### src/rtl/intmult_pkg.sv
// Shared types and helpers for the integer multiplier family.
package intmult_pkg;

  typedef enum logic [1:0] {
    IDLE = 2'd0,
    BUSY = 2'd1,
    DONE = 2'd2
  } state_t;

  // Widest operand the helper functions are sized for.
  localparam int MAX_W = 64;

  function automatic int num_steps(input int width, input int step);
    return width / step;
  endfunction

  // Clamp value for a saturated result, LSB-aligned in a MAX_W-bit word.
  function automatic logic [MAX_W-1:0] sat_limits(input int width, input logic sgn,
                                                  input logic neg);
    logic [MAX_W-1:0] one;
    one = MAX_W'(1);
    if (!sgn) begin
      return (one << width) - one;
    end
    if (neg) begin
      return one << (width - 1);
    end
    return (one << (width - 1)) - one;
  endfunction

  // True when a 2*width-bit product does not fit in width bits for the given mode.
  function automatic logic ovf_check(input logic [2*MAX_W-1:0] p, input int width,
                                     input logic sgn);
    logic ovf;
    logic ref_bit;
    ovf     = 1'b0;
    ref_bit = 1'b0;
    for (int i = 0; i < 2 * MAX_W; i++) begin
      if (i == width - 1) begin
        ref_bit = p[i];
      end
    end
    for (int i = 0; i < 2 * MAX_W; i++) begin
      if (i >= width && i < 2 * width) begin
        if (sgn) begin
          ovf = ovf | (p[i] != ref_bit);
        end else begin
          ovf = ovf | p[i];
        end
      end
    end
    return ovf;
  endfunction

endpackage

### src/rtl/intmult_step.sv
// Combinational partial-product generator: multiplicand times STEP multiplier bits.
module intmult_step
  import intmult_pkg::*;
#(
  parameter int WIDTH = 8,
  parameter int STEP  = 1
) (
  input  logic [WIDTH-1:0]      mag_a,
  input  logic [STEP-1:0]       bits,
  output logic [WIDTH+STEP-1:0] pp
);

  localparam int PW = WIDTH + STEP;

  logic [PW-1:0] term [STEP];

  genvar gi;
  for (gi = 0; gi < STEP; gi++) begin : g_term
    assign term[gi] = bits[gi] ? (PW'(mag_a) << gi) : '0;
  end

  always_comb begin
    pp = '0;
    for (int i = 0; i < STEP; i++) begin
      pp = pp + term[i];
    end
  end

endmodule

### src/rtl/intmult_seq.sv
// Iterative shift-add signed/unsigned multiplier with valid/ready handshakes.
// Define INTMULT_SAT_EN to clamp Y on overflow.
module intmult_seq
  import intmult_pkg::*;
#(
  parameter int WIDTH = 8,
  parameter int STEP  = 1
) (
  input  logic               clk,
  input  logic               rst_n,
  input  logic               in_valid,
  output logic               in_ready,
  input  logic [WIDTH-1:0]   A,
  input  logic [WIDTH-1:0]   B,
  input  logic               is_signed,
  output logic               out_valid,
  input  logic               out_ready,
  output logic [WIDTH-1:0]   Y,
  output logic [2*WIDTH-1:0] P,
  output logic               overflow
);

  localparam int N     = num_steps(WIDTH, STEP);
  localparam int CNT_W = $clog2(N + 1);
  localparam int PW    = 2 * WIDTH;

  if (WIDTH < 2 || STEP < 1 || (WIDTH % STEP) != 0 || WIDTH > MAX_W) begin : g_bad_cfg
    $error("intmult_seq: WIDTH must be >= 2, <= MAX_W and a multiple of STEP");
  end

  state_t state_reg, state_next;

  logic [CNT_W-1:0]      cnt_reg;
  logic [WIDTH-1:0]      mag_a_reg, mag_b_reg;
  logic                  neg_reg, sgn_reg;
  logic [PW-1:0]         acc_reg, p_reg;
  logic [WIDTH-1:0]      y_reg;
  logic                  ovf_reg;

  logic                  accept, step_en, finish;
  logic [WIDTH+STEP-1:0] pp;
  logic [PW-1:0]         prod;
  logic                  prod_ovf;
  logic [WIDTH-1:0]      y_next;

  // The most negative operand negates to itself, which reads correctly as unsigned 2^(W-1).
  function automatic logic [WIDTH-1:0] magnitude(input logic [WIDTH-1:0] v, input logic sgn);
    return (sgn && v[WIDTH-1]) ? -v : v;
  endfunction

  intmult_step #(
    .WIDTH(WIDTH),
    .STEP (STEP)
  ) u_step (
    .mag_a(mag_a_reg),
    .bits (mag_b_reg[STEP-1:0]),
    .pp   (pp)
  );

  always_ff @(posedge clk or negedge rst_n) begin
    if (!rst_n) begin
      state_reg <= IDLE;
    end else begin
      state_reg <= state_next;
    end
  end

  // BUSY spends N cycles accumulating, then one more applying sign and overflow.
  always_comb begin
    state_next = state_reg;
    in_ready   = 1'b0;
    out_valid  = 1'b0;
    accept     = 1'b0;
    step_en    = 1'b0;
    finish     = 1'b0;
    case (state_reg)
      IDLE: begin
        in_ready = 1'b1;
        if (in_valid) begin
          accept     = 1'b1;
          state_next = BUSY;
        end
      end
      BUSY: begin
        if (cnt_reg == CNT_W'(N)) begin
          finish     = 1'b1;
          state_next = DONE;
        end else begin
          step_en = 1'b1;
        end
      end
      DONE: begin
        out_valid = 1'b1;
        if (out_ready) begin
          state_next = IDLE;
        end
      end
      default: state_next = IDLE;
    endcase
  end

  always_comb begin
    prod     = neg_reg ? -acc_reg : acc_reg;
    prod_ovf = ovf_check((2 * MAX_W)'(prod), WIDTH, sgn_reg);
  end

`ifdef INTMULT_SAT_EN
  logic [MAX_W-1:0] sat_full;
  always_comb begin
    sat_full = sat_limits(WIDTH, sgn_reg, neg_reg);
    y_next   = prod_ovf ? sat_full[WIDTH-1:0] : prod[WIDTH-1:0];
  end
`else
  always_comb begin
    y_next = prod[WIDTH-1:0];
  end
`endif

  always_ff @(posedge clk or negedge rst_n) begin
    if (!rst_n) begin
      cnt_reg   <= '0;
      mag_a_reg <= '0;
      mag_b_reg <= '0;
      neg_reg   <= 1'b0;
      sgn_reg   <= 1'b0;
      acc_reg   <= '0;
      p_reg     <= '0;
      y_reg     <= '0;
      ovf_reg   <= 1'b0;
    end else begin
      if (accept) begin
        mag_a_reg <= magnitude(A, is_signed);
        mag_b_reg <= magnitude(B, is_signed);
        neg_reg   <= is_signed & (A[WIDTH-1] ^ B[WIDTH-1]);
        sgn_reg   <= is_signed;
        acc_reg   <= '0;
        cnt_reg   <= '0;
      end
      if (step_en) begin
        acc_reg   <= acc_reg + (PW'(pp) << (STEP * cnt_reg));
        mag_b_reg <= mag_b_reg >> STEP;
        cnt_reg   <= cnt_reg + CNT_W'(1);
      end
      // Result registers only load on completion, so they hold under backpressure.
      if (finish) begin
        p_reg   <= prod;
        y_reg   <= y_next;
        ovf_reg <= prod_ovf;
      end
    end
  end

  assign Y        = y_reg;
  assign P        = p_reg;
  assign overflow = ovf_reg;

endmodule

### config.mk
export PLATFORM = sky130hd
export DESIGN_NAME = intmult_seq
export DESIGN_NICKNAME = d
export VERILOG_FILES = /design/src/rtl/intmult_pkg.sv /design/src/rtl/intmult_step.sv /design/src/rtl/intmult_seq.sv
export SDC_FILE = /design/constraint.sdc
export NUM_CORES = 1
export LEC_CHECK = 0
export CAP_MARGIN = 20
export CORE_MARGIN = 2
export CORE_UTILIZATION = 45
export CTS_CLUSTER_DIAMETER = 120
export DETAILED_ROUTE_END_ITERATION = 7
export DONT_BUFFER_PORTS = 1
export PLACE_DENSITY = 0.65
export SLEW_MARGIN = 5
export SYNTH_ARGS = -nofsm -noshare
export SYNTH_HDL_FRONTEND = slang
export SYNTH_SLANG_ARGS = --single-unit
### constraint.sdc
create_clock -name clk -period 3.35 [get_ports clk]
set_clock_uncertainty 0.05 [all_clocks]
set_input_delay 0.5025 -clock clk [delete_from_list [all_inputs] [get_ports clk]]
set_output_delay 0.5025 -clock clk [all_outputs]
set_load 0.005 [all_outputs]
==> flow_metrics.env <==
export IMPL_vias_per_cell=5.63
export IMPL_fin_ws_ns=0.152
export IMPL_crit_required_ns=3.57
export IMPL_initialDrtViolationCount=111
export IMPL_post_place_ws_ns=-0.0961
export IMPL_dp_cells=614
export IMPL_grt_pass1_wl_um=16800
export IMPL_synthArstFlopShare_pct=100
export IMPL_yosysWarnings=0
export IMPL_synthTopCellsByCount="dfrtp_1, nand2_1, nor2_1"
export IMPL_synth_top_area_share_pct=34.0
export IMPL_mappedNetlistArea_um2=4190
export IMPL_track_usage_pct=20.7
export IMPL_critPathBufInv=2
export IMPL_clk_latency_ns=0.33
export IMPL_drt_wl_total_um=9760
export IMPL_num_rows=35
export IMPL_core_area_um2=9150
export IMPL_path_class="flop to flop"
export IMPL_cts_tree="yes"
export IMPL_synth_area_leaders="dfrtp_1, ha_1, o21ai_0"
export IMPL_crit_fanout=6
export IMPL_root_buffer="clkbuf_8"
export IMPL_grt_overflow_total=0
export IMPL_antenna_cells=0
export IMPL_die_area_um2=10100
export IMPL_place_area_um2=4430
export IMPL_synth_ff_type="dfrtp_1"
export IMPL_fmaxAchievable_mhz=313
export IMPL_seq_area_frac_synth_pct=34.0
export IMPL_final_nets=564
export IMPL_syn2layout_area_growth_pct=12.8
export IMPL_drc_errors=0
export IMPL_die_h_um=101
export IMPL_drtPass1Iterations=4
export IMPL_pin_count=48
export IMPL_final_util_pct=51.7
export IMPL_cp_arrival_ns=3.42
export IMPL_max_cap_violations=0
export IMPL_layout_cells_non_filler=637
export IMPL_finalSetupTns_ns=0
export IMPL_max_slew_margin_pct=58.1
export IMPL_hold_path_class="input port to flop"
export IMPL_post_route_min_period_ns=3.20
export IMPL_netlist_instances=498
export IMPL_hpwl_um=7380
export IMPL_via_count=3589
export IMPL_cts_sink_count=57
export IMPL_p_total_mw=4.56
export IMPL_cp_top_family="simple AND/OR/NAND/NOR gates"
export IMPL_fin_crit_sh_pct=95.5
export IMPL_portBuffers=0
export IMPL_syn_num_nets=540
export IMPL_whs_ns=0.239
export IMPL_start_util_pct=45.8
export IMPL_drive_gt1_share_pct=17.5
export IMPL_htreeDepth=3
export IMPL_synth_top_area_cell="dfrtp_1"
export IMPL_whs_path_depth=2
export IMPL_ys_ff_latch=57
export IMPL_power_leakage_nw=2.10
export IMPL_setup_viol=0
export IMPL_finalHoldViolCount=0
export IMPL_crit_path_start_kind="flop"
export IMPL_cpMostUsedCell="a31oi_1"
export IMPL_postLayoutCellArea_um2=4730
export IMPL_routedWlPerCell_um=15.3
export IMPL_clk_path_buf_depth=2
export IMPL_yosysMostFrequentCell="dfrtp_1"
export IMPL_powerDensity_nw_per_um2=964
export IMPL_die_w_um=101
export IMPL_antenna_found_initial=0
export IMPL_worstPathCellList="buf_6 -> mux4_2 -> a31oi_1 -> nor2_1 -> ha_1 -> and3_4 -> and2_1 -> a31oi_1 -> buf_4 -> a211oi_4 -> or4bb_1 -> nand3_2 -> a22o_1"
export IMPL_reg2reg_depth=13
export IMPL_slowest_delay_ns=0.54
export IMPL_cp_depth=13
export IMPL_antenna_left=0
export IMPL_synth_cell_types=57
export IMPL_cts_made_buffers=9
export IMPL_endpoint_kind="flop"
export IMPL_status="completed"
export IMPL_routabilityCongestion=0.848
export IMPL_grt_max_degree=58
export IMPL_ir_worst_vdd_v=0.000443
export IMPL_first_global_vias=3623
export IMPL_slew_viol_final=0
export IMPL_clk_pin_slew_ns=0.07
export IMPL_max_slew_worst_pin_slew_ns=0.627
export IMPL_nFillCells=861
export IMPL_synth_edff_count=0
export IMPL_slowest_stage="mux4_2"
export IMPL_avgSynthCellArea_um2=8.42
==> report_power, final <==
part	total [mW]	switching, mW	internal [mW]
Sequential	1.41	0.403	1.01
Combinational	2.60	1.37	1.23
Clock	0.545	0.263	0.282
Total	4.56	2.04	2.53
==> per-layer routing <==
metal  share of wire [%]  vias to the layer above  wire, um  global-route usage (%)
met5                   0                        -         0                       0
met4                 1.5                        0       146                    6.64
met3                 4.0                       16       391                    3.47
met2                  47                       85      4600                    35.0
met1                  47                     1675      4610                    27.0
li1                    -                     1813         -                       -
==> logic make-up after synthesis <==
kind of cell             Yosys count  share of synthesized area (%)
AO/OA/AOI/OAI                    134                           20.0
AND/OR/NAND/NOR                  185                           21.4
buffers and inverters             51                           6.15
adder cells (fa/ha/maj)           21                           6.45
XOR/XNOR                          34                           7.10
multiplexers                      16                           4.92
flip-flops                        57                           34.0
==> final timing paths <==
kind                                    from           end  slack, ns
worst max-delay path              cnt_reg[0]   acc_reg[15]       0.15
worst min-delay path               is_signed       sgn_reg       0.24
worst max register to register    cnt_reg[0]   acc_reg[15]       0.15
worst min register to register  mag_b_reg[4]  mag_b_reg[4]       0.46
max in group asynchronous              rst_n    cnt_reg[0]       2.32
min in group asynchronous              rst_n          P[5]       0.66
==> worst register-to-register path, stage by stage (launching register included) <==
cell and delay [ns]:
dfrtp_2 0.43, buf_6 0.15, mux4_2 0.54, a31oi_1 0.15, nor2_1 0.06, ha_1 0.32, and3_4 0.19, and2_1 0.12
a31oi_1 0.09, buf_4 0.16, a211oi_4 0.23, or4bb_1 0.44, nand3_2 0.09, a22o_1 0.13
==> cell type report <==
class	instances	area, um^2	area share, %
Timing Repair Buffer	46	372	7.86
Clock buffer	12	145	3.07
Inverter	18	67.6	1.43
Tap cell	111	139	2.94
Sequential cell	57	1430	30.2
Multi-Input combinational cell	390	2560	54.2
Clock inverter	3	17.5	0.370
==> cells in the final DEF (no fill, tap or decap), types with 8 or more instances in the layout <==
cell type and count:
dfrtp_1 56, nand2_1 48, nor2_1 47, buf_4 43, o21ai_0 42, a21oi_1 29, nand3_1 28, xor2_1 22
ha_1 20, inv_1 18, xnor2_1 12, clkbuf_8 10, nor3_1 9, or3_1 8, nand2b_1 8, o31ai_1 8
==> timing repair <==
action                                  in CTS  in global routing
hold buffers                                 2                  0
endpoints found under the hold margin       57                  0
pin swaps                                    0                  7
gates resized for setup                      5                 12
buffers inserted                             0                  6
endpoints found under the setup margin       1                  2
gates cloned                                 0                  0
(Power assumes the default switching activity.)
